`src/rtl/seg_scan_capture_if.sv`:
```
// Shared bus between a multiplexed active-low 7-segment/anode driver and the capture
// block that reconstructs the displayed digits from it.
interface seg_scan_capture_if;
  logic [6:0]  seg_in;
  logic [7:0]  an_in;
  logic [31:0] digit_code;
  logic [7:0]  digit_valid;
  logic        frame_done;
  logic        bad_pattern;
  logic        unknown_glyph;

  // Output semantics: there is no back-pressure. digit_code/digit_valid are levels that
  // hold until the next capture or expiry of that digit; the three pulses are high for
  // exactly one clk cycle and are never repeated for the same event.
  modport master (
    output seg_in, an_in,
    input  digit_code, digit_valid, frame_done, bad_pattern, unknown_glyph
  );

  modport slave (
    input  seg_in, an_in,
    output digit_code, digit_valid, frame_done, bad_pattern, unknown_glyph
  );
endinterface

```
`src/rtl/seg_scan_capture.sv`:
```
// Reads back a time-multiplexed 7-segment display: synchronises the bus, waits for each
// anode/segment pair to settle, decodes the glyph and keeps 8 digits with staleness expiry.
module seg_scan_capture #(
  parameter int SETTLE_CYCLES = 16,
  parameter int STALE_CYCLES  = 2_000_000
) (
  input  logic              clk,
  input  logic              reset,
  seg_scan_capture_if.slave bus,
  output logic [1:0]        state_dbg
);

  typedef enum logic [1:0] {
    IDLE   = 2'd0,
    SETTLE = 2'd1,
    HELD   = 2'd2,
    BAD    = 2'd3
  } state_t;

  localparam int SW = $clog2(SETTLE_CYCLES + 1);
  localparam int TW = $clog2(STALE_CYCLES + 1);
  localparam logic [SW-1:0] SETTLE_MAX = SW'(SETTLE_CYCLES);
  localparam logic [TW-1:0] STALE_LAST = TW'(STALE_CYCLES - 1);

  logic [6:0]    seg_m, seg_s, seg_p;
  logic [7:0]    an_m, an_s, an_p;
  logic [SW-1:0] stab_cnt;
  state_t        state, state_nxt;

  logic [31:0]   code_r;
  logic [7:0]    valid_r;
  logic [TW-1:0] stale_cnt [8];
  logic [2:0]    last_idx;
  logic          last_seen;
  logic          fd_r, bp_r, ug_r;

  logic          changed, an_idle, an_onehot, capture, glyph_known;
  logic [7:0]    an_low;
  logic [2:0]    cap_idx;
  logic [3:0]    glyph;

  // Idle bus is all ones (active low), so sync and history flops reset to ones.
  always_ff @(posedge clk or posedge reset) begin
    if (reset) begin
      seg_m <= '1; seg_s <= '1; seg_p <= '1;
      an_m  <= '1; an_s  <= '1; an_p  <= '1;
    end else begin
      seg_m <= bus.seg_in; seg_s <= seg_m; seg_p <= seg_s;
      an_m  <= bus.an_in;  an_s  <= an_m;  an_p  <= an_s;
    end
  end

  always_comb begin
    changed   = {an_s, seg_s} != {an_p, seg_p};
    an_idle   = (an_s == 8'hFF);
    an_low    = ~an_s;
    an_onehot = (an_low != 8'd0) && ((an_low & (an_low - 8'd1)) == 8'd0);
    cap_idx   = '0;
    for (int i = 7; i >= 0; i--) begin
      if (an_low[i]) cap_idx = 3'(i);
    end
  end

  always_ff @(posedge clk or posedge reset) begin
    if (reset) begin
      stab_cnt <= '0;
    end else if (changed) begin
      stab_cnt <= '0;
    end else if (stab_cnt != SETTLE_MAX) begin
      stab_cnt <= stab_cnt + 1'b1;
    end
  end

  // 'S' shares its pattern with 5; code A is never produced.
  always_comb begin
    glyph       = 4'hE;
    glyph_known = 1'b1;
    case (seg_s)
      7'b1000000: glyph = 4'h0;
      7'b1111001: glyph = 4'h1;
      7'b0100100: glyph = 4'h2;
      7'b0110000: glyph = 4'h3;
      7'b0011001: glyph = 4'h4;
      7'b0010010: glyph = 4'h5;
      7'b0000010: glyph = 4'h6;
      7'b1111000: glyph = 4'h7;
      7'b0000000: glyph = 4'h8;
      7'b0010000: glyph = 4'h9;
      7'b0000111: glyph = 4'hB;
      7'b0000110: glyph = 4'hC;
      7'b1111111: glyph = 4'hF;
      default:    glyph_known = 1'b0;
    endcase
  end

  always_ff @(posedge clk or posedge reset) begin
    if (reset) state <= IDLE;
    else       state <= state_nxt;
  end

  always_comb begin
    state_nxt = state;
    capture   = 1'b0;
    if (an_idle) begin
      state_nxt = IDLE;
    end else if (!an_onehot) begin
      state_nxt = BAD;
    end else if (changed) begin
      state_nxt = SETTLE;
    end else if (state == SETTLE && stab_cnt == SETTLE_MAX) begin
      state_nxt = HELD;
      capture   = 1'b1;
    end
  end

  // Capture of a digit takes priority over its own expiry in the same cycle.
  always_ff @(posedge clk or posedge reset) begin
    if (reset) begin
      code_r    <= '1;
      valid_r   <= '0;
      last_idx  <= '0;
      last_seen <= 1'b0;
      fd_r      <= 1'b0;
      bp_r      <= 1'b0;
      ug_r      <= 1'b0;
      for (int i = 0; i < 8; i++) stale_cnt[i] <= '0;
    end else begin
      fd_r <= capture && last_seen && (cap_idx <= last_idx);
      ug_r <= capture && !glyph_known;
      bp_r <= (state_nxt == BAD) && (state != BAD);
      if (capture) begin
        last_idx  <= cap_idx;
        last_seen <= 1'b1;
      end
      for (int i = 0; i < 8; i++) begin
        if (capture && cap_idx == 3'(i)) begin
          code_r[4*i +: 4] <= glyph;
          valid_r[i]       <= 1'b1;
          stale_cnt[i]     <= '0;
        end else if (valid_r[i]) begin
          if (stale_cnt[i] == STALE_LAST) begin
            code_r[4*i +: 4] <= 4'hF;
            valid_r[i]       <= 1'b0;
            stale_cnt[i]     <= '0;
          end else begin
            stale_cnt[i] <= stale_cnt[i] + 1'b1;
          end
        end
      end
    end
  end

  assign bus.digit_code    = code_r;
  assign bus.digit_valid   = valid_r;
  assign bus.frame_done    = fd_r;
  assign bus.bad_pattern   = bp_r;
  assign bus.unknown_glyph = ug_r;
  assign state_dbg         = state;

endmodule

```
`src/flat_wrapper.sv`:
```
// flat-port wrapper written by rule: the top's interface ports become plain ports
module seg_scan_capture_flat 
#(
  parameter int SETTLE_CYCLES = 16,
  parameter int STALE_CYCLES  = 2_000_000
)
  (clk, reset, state_dbg, bus_seg_in, bus_an_in, bus_digit_code, bus_digit_valid, bus_frame_done, bus_bad_pattern, bus_unknown_glyph);
  seg_scan_capture_if bus_i ();
  input  logic clk;
  input  logic reset;
  output logic [1:0] state_dbg;
  input wire logic [$bits(bus_i.seg_in)-1:0] bus_seg_in;
  input wire logic [$bits(bus_i.an_in)-1:0] bus_an_in;
  output wire logic [$bits(bus_i.digit_code)-1:0] bus_digit_code;
  output wire logic [$bits(bus_i.digit_valid)-1:0] bus_digit_valid;
  output wire logic [$bits(bus_i.frame_done)-1:0] bus_frame_done;
  output wire logic [$bits(bus_i.bad_pattern)-1:0] bus_bad_pattern;
  output wire logic [$bits(bus_i.unknown_glyph)-1:0] bus_unknown_glyph;
  assign bus_i.seg_in = bus_seg_in;
  assign bus_i.an_in = bus_an_in;
  assign bus_digit_code = bus_i.digit_code;
  assign bus_digit_valid = bus_i.digit_valid;
  assign bus_frame_done = bus_i.frame_done;
  assign bus_bad_pattern = bus_i.bad_pattern;
  assign bus_unknown_glyph = bus_i.unknown_glyph;
  seg_scan_capture #(.SETTLE_CYCLES(SETTLE_CYCLES), .STALE_CYCLES(STALE_CYCLES)) u_core (.clk(clk), .reset(reset), .bus(bus_i), .state_dbg(state_dbg));
endmodule
```
`config.mk`:
```
export PLATFORM = sky130hd
export DESIGN_NAME = seg_scan_capture_flat
export DESIGN_NICKNAME = d
export VERILOG_FILES = /design/src/rtl/seg_scan_capture_if.sv /design/src/rtl/seg_scan_capture.sv /design/src/flat_wrapper.sv
export SDC_FILE = /design/constraint.sdc
export NUM_CORES = 1
export LEC_CHECK = 0
export ABC_CLOCK_PERIOD_IN_PS = 27000
export CELL_PAD_IN_SITES_DETAIL_PLACEMENT = 1
export CELL_PAD_IN_SITES_GLOBAL_PLACEMENT = 2
export CORE_MARGIN = 2
export CORE_UTILIZATION = 42
export CTS_CLUSTER_SIZE = 10
export DETAILED_ROUTE_END_ITERATION = 10
export GPL_ROUTABILITY_DRIVEN = 0
export HOLD_SLACK_MARGIN = 0.03
export PLACE_DENSITY = 0.92
export SETUP_SLACK_MARGIN = 0.05
export SYNTH_ARGS = -nofsm -noshare
export SYNTH_HDL_FRONTEND = slang
export SYNTH_SLANG_ARGS = --single-unit
```
`constraint.sdc`:
```
create_clock -name clk -period 27 [get_ports clk]
set_clock_uncertainty 0.15 [all_clocks]
set_input_delay 4.05 -clock clk [delete_from_list [all_inputs] [get_ports clk]]
set_output_delay 4.05 -clock clk [all_outputs]
set_load 0.01 [all_outputs]
```
== Word level (Yosys, flattened, before mapping) ==
Cells that the tools add are included.

* Bits in registers: 267

* $add $sub $neg: 10
* Order comparisons: 1
* Equality and inequality tests: 34
* Multiplexer cells: 92
* Bitwise logic cells: 2
* Reduce and logical (&&, ||, !) cells: 45

{| class="wikitable"
|+ Operators with widths
! operator !! number
|-
| two-way mux 21 bit || 24
|-
| adder 21 x 1 -> 21 bit (second input constant) || 8
|-
| == test 21 bit (second input constant) || 8
|-
| two-way mux 4 bit || 24
|-
| case mux 4 bit (13 select lines) || 1
|-
| nonzero test 2 bit || 17
|-
| two-way mux 1 bit || 29
|-
| == test 7 bit (second input constant) || 4
|-
| two-way mux 3 bit || 8
|-
| == test 7 x 5 -> 1 bit (second input constant) || 3
|-
| AND reduction 2 bit || 8
|-
| inequality test 15 bit || 1
|-
| == test 7 x 3 -> 1 bit (second input constant) || 2
|-
| == test 7 x 6 -> 1 bit (second input constant) || 2
|-
| logical AND 1 bit || 14
|-
| OR reduction 13 bit || 1
|-
| == test 3 bit (second input constant) || 4
|-
| two-way mux 5 bit || 2
|-
| AND 8 bit || 1
|-
| == test 8 bit (second input constant) || 1
|-
| zero test 8 bit || 1
|-
| two-way mux 2 bit || 4
|-
| NOT 8 bit || 1
|-
| nonzero test 8 bit || 1
|-
| 14 further kinds || 15
|}

== Logic depth before layout (Yosys ltp) ==
* Depth after elaboration: 13
* Mapped depth: 12
* Mapped depth without buffers: 10

== Least setup slack after synthesis ==
Ideal clock, no wire load.

* Path kind: register to output
* Start: register u_core.code_r[0] (netlist: u_core.bus.digit_code[0])
* End: output bus_digit_code[0]
* Arrival time: 0.529 ns
* Data required time: 22.800 ns
* Path slack: 22.271 ns
* Stages on the path, launching flop included: 1
* Path buffers: 0
* Cell sequence: dfstp_2

{| class="wikitable"
|+ RTL lines
! item !! line !! source
|-
| from (decl) || seg_scan_capture.sv:30 || <nowiki>logic [31:0] code_r;</nowiki>
|-
| from (signal, indexed assignment) || seg_scan_capture.sv:137 || <nowiki>code_r[4*i +: 4] <= glyph;</nowiki>
|-
| to (decl) || flat_wrapper.sv:14 || <nowiki>output wire logic [$bits(bus_i.digit_code)-1:0] bus_digit_code;</nowiki>
|}

No word-level cell between the ends.

== Worst setup path after layout ==
* Start: register u_core.valid_r[4] (netlist: u_core.bus.digit_valid[4])
* End: output bus_digit_valid[4]

{| class="wikitable"
|+ RTL lines
! item !! line !! source
|-
| from (decl) || seg_scan_capture.sv:31 || <nowiki>logic [7:0] valid_r;</nowiki>
|-
| from (signal assigned) || seg_scan_capture.sv:120 || <nowiki>valid_r <= '0;</nowiki>
|-
| from (signal, indexed assignment) || seg_scan_capture.sv:138 || <nowiki>valid_r[i] <= 1'b1;</nowiki>
|-
| from (signal, indexed assignment) || seg_scan_capture.sv:143 || <nowiki>valid_r[i] <= 1'b0;</nowiki>
|-
| to (decl) || flat_wrapper.sv:15 || <nowiki>output wire logic [$bits(bus_i.digit_valid)-1:0] bus_digit_valid;</nowiki>
|}

No word-level cell between the ends.

==> results.toml <==
[worst_hold_path]
hold-path-cell-count = 0
worstHoldStart = "u_core.an_m[7]"
hold_path.class = "reg2reg"
hold_end = "u_core.an_s[7]"

[clock_network]
postCtsSetupRepairBufs = 0
clock-sinks = 267
htree_levels = 1
hold_buffers = 0
cts_tree = "yes"
clk_path_buf_depth = 3
clk_pin_slew_ns = 0.06
root_buffer = "clkbuf_16"
post_cts_resized = 0
clkLatencyLatePin_ns = 0.58
cts_made_buffers = 31

[route]
wirelength_um = 35090
drt-pass1-iter-count = 4
wl_per_cell_um = 18.69
drc = 0
via_per_inst = 5.727
drtIter0Drc = 590
route.vias.total = 10760
ant_nets = 0

[worst_setup_path]
reg2reg_depth = 9
crit_chain = "clkdlybuf4s50_1"
setup.worst_path.end_class = "output pin"
critPathMaxStageDelay_ns = 0.80
crit_family = "flip-flops"
r2r-end = "u_core.stale_cnt[52]"
path_class = "reg2out"
cp_max_fo = 23
rrSetupSlack_ns = 22.78
crit_arrival_ns = 2.03
r2r_start = "u_core.stab_cnt[0]"
critPathRequiredTime_ns = 22.80
crit_slowest_cell = "dfrtp_1"
cp-start-kind = "flop"
critPathBufInv = 1

[floorplanning]
start_util = 0.4259
rows = 65
core_area_mm2 = 0.03147
die_x_um = 182.6
die_area_mm2 = 0.03336
ios = 62
die_h_um = 182.6

[synthesis]
synth_top_area_share = 0.3547
ys_types = 73
syn_inst = 1407
synth_edf_count = 0
synth_area_mm2 = 0.01340
synth_top_area_cell = "dfrtp_1"
ys_seq_area_frac = 0.5056
syn_area_per_cell_um2 = 9.527
ys_top_cells_by_area = "dfrtp_1 (35%), dfstp_2 (15%), nor2_1 (6.3%)"
ys_ff_latch = 267
ys.flop_type = "dfrtp_1"
syn_nets = 1437
ys_warn_count = 0
ys_async_sr_fraction = 1.000

[timing]
clock.fmax_ghz = 0.1605
layout_min_cycle_time_ns = 6.232
slew_headroom = 0.3011
maxSlewViolCount = 0
tightest_slew_ns = 1.048
setup_tns_ns = 0
hold_violations = 0
grt_setup_unrepaired = "no"
min_period_over_period = 0.2308
setup_viol = 0
whs_ns = 0.2099

[grt]
grt_pass1_vias = 11470
grt_overflow = 0
antenna_found_initial = 1
grt_pass1_wl_um = 59780
grt_max_degree = 101
grt_usage = 0.2182

[placement]
placed_cell_area_mm2 = 0.01439
port_buffers = 61
dp.cells = 1821
dp_hpwl_um = 23700

[cells_and_area]
stdcell_area_mm2 = 0.01531
drive_gt1_frac = 0.1043
fillers = 3541
multi_input_area_mm2 = 0.006272
final_util = 0.4864
area_growth_pct = 14.22
antennaDiodeCount = 0
stdcell_count = 1878
ff_latch_area_mm2 = 0.006778
num-nets-final = 1482

[job]
drv_cap = 0

[pwr]
vdd_drop_max_mv = 0.04786
power_leakage_nw = 6.416
p_per_area_mw_per_mm2 = 53.65

[run_status]
status = "completed"
-- logic make-up after synthesis --
kind of cell             Yosys count  synth area share
buffers and inverters             91           0.02838
adder cells (fa/ha/maj)           14           0.01288
AND/OR/NAND/NOR                  645            0.2453
XOR/XNOR                         113           0.07384
flip-flops                       267            0.5056
multiplexers                       5          0.004107
AO/OA/AOI/OAI                    272            0.1298
-- state kept, by name, summed over array words and instances, names as in the netlist, 3 cells and up --
register / count
u_core.an_s: 8
u_core.an_m: 8
u_core.seg_m: 7
u_core.last_idx: 3
u_core.bus.digit_valid: 8
u_core.seg_s: 7
u_core.bus.digit_code: 32
u_core.stale_cnt: 168
u_core.seg_p: 7
u_core.an_p: 8
u_core.stab_cnt: 5
-- layout make-up --
type | count | share of cell area
Clock buffer | 55 | 0.05852
Clock inverter | 2 | 0.001635
Inverter | 26 | 0.006865
Multi-Input combinational cell | 1049 | 0.4097
Sequential cell | 267 | 0.4427
Tap cell | 402 | 0.03285
Timing Repair Buffer | 77 | 0.04773
-- metrics by stage --
| step | worst slack [ns] | power, W |
|---|---|---|
| finish | 20.77 | 0.0008213 |
| detailed placement | 20.25 | 0.0004426 |
| global route | 20.66 | 0.0008532 |
| floorplan | 15.57 | 0.0004316 |
| global placement | 20.28 | 0.0004414 |
| CTS | 20.73 | 0.0008316 |
-- routing by layer --
metal  vias up  track usage  wire, um
met5         -            0         0
li1       5094            -         -
met2       168       0.3690     16890
met1      5433       0.2919     16100
met3        61      0.03432      1229
met4         0      0.06000       876
-- cells in the final DEF, fill, tap and decap left out, drive strengths merged, types with 23 or more instances in the layout --
cell	instances
nor2	224
dfrtp	190
a21oi	116
nand2	110
xor2	96
dfstp	77
o21ai	69
clkdlybuf4s50	61
clkbuf	55
nand3	45
and3	41
nand4	34
nor3	33
inv	27
or3	26
nor4	23
-- cell usage after synthesis (all sizes together) (22+ instances only) --
master  instances
nor2          224
dfrtp         190
a21oi         116
nand2         110
xor2           96
dfstp          77
o21ai          69
clkbuf         47
nand3          45
and3           41
nand4          34
nor3           33
inv            26
or3            26
nor4           23
o211ai         22
-- worst register-to-register path, cell delays in order (launching register included) --
cell	delay, ns
dfrtp_1	0.40
inv_1	0.11
ha_1	0.17
nor4bb_1	0.78
and3b_1	0.48
nand3_2	0.34
a2111oi_4	0.52
nand2_1	0.18
nor2_1	0.80
nor2_1	0.13
-- worst max-delay path by stage --
stage	slack [ns]	depth (start not counted)	endpoint	from
after floorplan	15.57	1	u_core.bus.bad_pattern	reset
after detailed placement	20.25	4	u_core.stale_cnt[5]	reset
after CTS	20.73	1	bus_digit_valid[2]	u_core.bus.digit_valid[2]
final	20.77	1	bus_digit_valid[4]	u_core.bus.digit_valid[4]
after global routing	20.66	1	bus_digit_valid[2]	u_core.bus.digit_valid[2]
after global placement	20.28	4	u_core.stale_cnt[5]	reset
-- where the power goes --
part | internal, W | switching, W | total, W
Combinational | 0.00000653 | 0.0000165 | 0.0000230
Clock | 0.000222 | 0.000163 | 0.000386
Sequential | 0.000407 | 0.00000552 | 0.000413
(Power assumes the default switching activity.)
==> RTL edit 1 (same flow settings) <==
`SETTLE_CYCLES` is set to 16 in 2 places; all go to 64.
--- a/src/rtl/seg_scan_capture.sv
+++ b/src/rtl/seg_scan_capture.sv
@@ -2,5 +2,5 @@
 // anode/segment pair to settle, decodes the glyph and keeps 8 digits with staleness expiry.
 module seg_scan_capture #(
-  parameter int SETTLE_CYCLES = 16,
+  parameter int SETTLE_CYCLES = 64,
   parameter int STALE_CYCLES  = 2_000_000
 ) (
--- a/src/flat_wrapper.sv
+++ b/src/flat_wrapper.sv
@@ -2,5 +2,5 @@
 module seg_scan_capture_flat 
 #(
-  parameter int SETTLE_CYCLES = 16,
+  parameter int SETTLE_CYCLES = 64,
   parameter int STALE_CYCLES  = 2_000_000
 )
Formal check against the unedited RTL: no difference found for any inputs over 10 cycles, from zero or initial values and one cycle with reset high; that may be too few to reach the edited logic, so the function may still have changed.
==> RTL edit 1 against the unedited design <==
  * Wire length is the same
  * Setup slack better by 0.23 ns
  * Design area up 1.1%
  * Total power is 4.6% higher
  * Sequential share of layout area is 0.16 points lower
  * Synthesized area grew 0.87%
  * Largest cell class unchanged
  * Sequential cell count increased by 2
  * First-iteration DRC count increased by 5.8%
  * Critical endpoint is now bus_digit_valid[2]
==> RTL edit 1: results <==
[outcome]
status = "finished, final reports clean"

[clock_tree]
clk_latency_ns = 0.51
h-tree-depth = 2
clk_pin_slew_ns = 0.05
cts_buffers = 34

[worst_setup_path]
max_stage_delay_ns = 0.65
cp-startpoint = "u_core.bus.digit_valid[2]"
r2r-end = "u_core.bus.digit_code[20]"
r2r_cells = 8
cp_max_fo = 15
timing.rr.start = "u_core.seg_s[6]"
worstPathArrival_ns = 1.80
r2r_slack_ns = 23.31
endpoint = "bus_digit_valid[2]"
cp_slowest_cell = "dfrtp_1"

[synth]
synth_cell_types = 70
synth_nets = 1436
synth_edf_count = 0
synthTopCellsByArea = "dfrtp_1 36%, dfstp_2 15%, nor2_1 4.8%"
ys_seq_area_share_pct = 50.5
ys_top_cells_by_count = "192 x dfrtp_1, 173 x nor2_1, 139 x nand2_1"

[pwr]
p_comb_uw = 22.2
p_leak_uw = 0.00640
switchingPower_uw = 191
vdd_ir_drop_max_mv = 0.0436
clockPowerShare_pct = 49.1

[min_path]
holdPathEnd = "u_core.seg_s[6]"
hp-start = "u_core.seg_m[6]"

[grt]
grt_max_degree = 148
antenna_found_initial = 3
grt_pass1_wl_um = 59400
grt_use_total_pct = 21.6

[finish]
fillers = 3498
top_register = "u_core.stale_cnt"
drive_above_1_share_pct = 11.8
num_antenna_cells = 0
num-nets-final = 1480

[sta]
tightest_slew_ns = 1.29

[route]
via_count = 10900
drt_iter0_drc = 624
wire_per_inst_um = 18.7

[placement]
dpl.hpwl_um = 23000
[RTL edit 1: cell types whose count changed after synthesis, sizes merged, moves of 9 or more]
| cell | delta |
|---|---|
| nand2 | +30 |
| o21ai | -13 |
| nand3 | +20 |
| or4 | +29 |
| a21oi | -25 |
| xor2 | -37 |
| nor2 | -50 |
| a2bb2oi | +9 |
| nand4 | +22 |
| o2111ai | -15 |
| xnor2 | +19 |
[RTL edit 1: logic make-up (layout without fill, tap and decap cells)]
family                     Yosys count  in the layout  synth area share, %
adders and majority gates           13             13                 1.20
xor gates and xnor gates            95             95                 6.15
AOI/OAI and AO/OA                  231            231                 10.8
muxes                               14             14                 1.11
DFF                                269            269                 50.5
and+or+nand+nor                    688            688                 27.1
buffers and inverters               96            165                 3.04
[RTL edit 1: through the flow]
stage / power [uW] / hold slack (ns) / setup WS (ns) / instances / area [sq um]
3_5_place_dp: 445 / 0.197 / 20.83 / 1816 / 14500
5_1_grt: 890 / 0.203 / 20.88 / 1877 / 15500
4_1_cts: 871 / 0.198 / 20.98 / 1877 / 15500
3_3_place_gp: 444 / 0.197 / 20.83 / 1816 / 14500
6_report: 859 / 0.201 / 21.00 / 1877 / 15500
2_1_floorplan: 435 / 0.195 / 15.52 / 1406 / 13500
[RTL edit 1: cell type report]
cell class / instances / share of cell area [%]
Clock inverter: 3 / 0.121
Tap cell: 402 / 3.25
Inverter: 30 / 0.776
Timing Repair Buffer: 74 / 4.66
Multi-Input combinational cell: 1041 / 40.6
Clock buffer: 58 / 6.47
Sequential cell: 269 / 44.1
[RTL edit 1: layer usage]
metal	vias up	track usage, %	routed length (um)
met5	-	0	0
met4	0	6.53	864
met3	60	2.91	1270
met2	167	35.4	16600
met1	5529	29.9	16300
li1	5129	-	-
==> RTL edit 2 (same settings) <==
Without the edit above. Register the output `state_dbg` once more, with the module's reset; this adds one clock of latency there. The other outputs are not delayed to match.
--- a/src/rtl/seg_scan_capture.sv
+++ b/src/rtl/seg_scan_capture.sv
@@ -156,5 +156,11 @@
   assign bus.bad_pattern   = bp_r;
   assign bus.unknown_glyph = ug_r;
-  assign state_dbg         = state;
+  always_ff @(posedge clk or posedge reset) begin
+    if (reset) begin
+      state_dbg <= '0;
+    end else begin
+      state_dbg <= state;
+    end
+  end
 
 endmodule
Check against the original RTL: not equivalent (Yosys sat finds a counterexample within 4 cycles, from zero or initial values and one cycle with reset high).
==> RTL edit 2 against the unedited design <==
  * Via count down 1.0%
  * Setup slack better by 0.29 ns
  * Total power up 4.0%
  * Design area about the same
  * Combinational power up 2%
  * Sequential cell count up 2
  * Global-route usage down 0.64 points
  * Critical path depth unchanged
  * Wire length down 2.9%
  * Synthesized area down 0.18%
  * Worst hold slack worse by 0.0079 ns
  * Highest routed layer unchanged
==> RTL edit 2: results <==
[sta]
fmaxAchievable_mhz = 168
slew_headroom_pct = 23.4

[placement]
post-place-cells = 1796
dpl_cell_area_sq_um = 14300
dp_worst_setup_slack_ns = 20.51
dpl.hpwl_um = 22600

[finish]
num-nets-final = 1460
drive_above_1_share_pct = 11.6

[grt]
grt_max_degree = 123
antenna_found_initial = 0

[worst_setup_path]
max_stage_delay_ns = 0.62
r2r_cells = 6
r2r-end = "u_core.stale_cnt[65]"
cp_max_fo = 13

[route]
via_count = 10600
drt_iter0_drc = 628

[min_path]
hp-start = "u_core.an_m[5]"
holdPathEnd = "u_core.an_s[5]"

[synth]
synth_cell_types = 66
syn_inst = 1389
ys_seq_area_share_pct = 51.0

[outcome]
status = "finished, final reports clean"

[clock_tree]
cts_buffers = 34
h-tree-depth = 2

[pwr]
p_leak_uw = 0.00625
RTL edit 2: changes by cell type in the layout (fill, tap and decap cells not counted), moves of 6 or more:
cell       delta
nor4_2        +6
nor3_1       +14
nand2_1      -12
nand3_1      +20
xnor2_1      +31
a211oi_1      +6
nor2_1       -27
buf_4         -8
o211ai_1     -20
xor2_1       -38
nand4_1      +20
o2111ai_1    -15
or3_1         +7
RTL edit 2: where the power goes:
group | leakage (uW) | internal (uW) | switching, uW | total (uW)
Sequential | 0.00347 | 410 | 5.18 | 415
Combinational | 0.00230 | 6.46 | 16.9 | 23.4
Clock | 0.000485 | 249 | 167 | 416
Total | 0.00625 | 665 | 189 | 854
RTL edit 2: layer usage:
layer	up-vias	global-route usage [%]	part of all wire (%)
met5	-	0	0
met2	137	36.4	50
met4	0	5.39	1.9
met3	56	2.69	2.6
met1	5425	28.4	46
li1	5028	-	-
RTL edit 2: worst max-delay path by stage:
stage,start,to
floorplan,reset,u_core.bus.bad_pattern
global placement,reset,u_core.stale_cnt[161]
detailed placement,reset,u_core.stale_cnt[160]
CTS,u_core.bus.digit_valid[1],bus_digit_valid[1]
global route,reset,u_core.stale_cnt[161]
finish,u_core.bus.digit_valid[1],bus_digit_valid[1]
RTL edit 2: layout make-up:
type                       count  area [sq um]
clock inverter                 2          13.8
clock buffer                  58           992
multi-input combinational   1026          6180
tap                          402           503
inverter                      30           120
fill                        3513         16200
sequential                   269          6830
timing repair buffer          69           671
RTL edit 2: cell families after synthesis:
group	count (synthesis)	share of synthesized area, %
compound gates	236	10.5
xor+xnor	106	6.94
fa+ha+maj	14	1.29
buf+inv	94	3.02
flops	269	51.0
mux	6	0.505
simple gates	664	26.8
RTL edit 2: worst reg2reg max path: cells and delay by family (launching register included):
kind / cells / cell delay, ns
xor gates and xnor gates: 1 / 0.16
DFF: 1 / 0.75
and+or+nand+nor: 5 / 2.59
RTL edit 2: through the flow:
stage	hold slack (ns)	util, %
finish	0.202	48.6
global route	0.211	48.6
CTS	0.206	48.6
detailed placement	0.197	45.4
global placement	0.198	45.4
floorplan	0.195	-
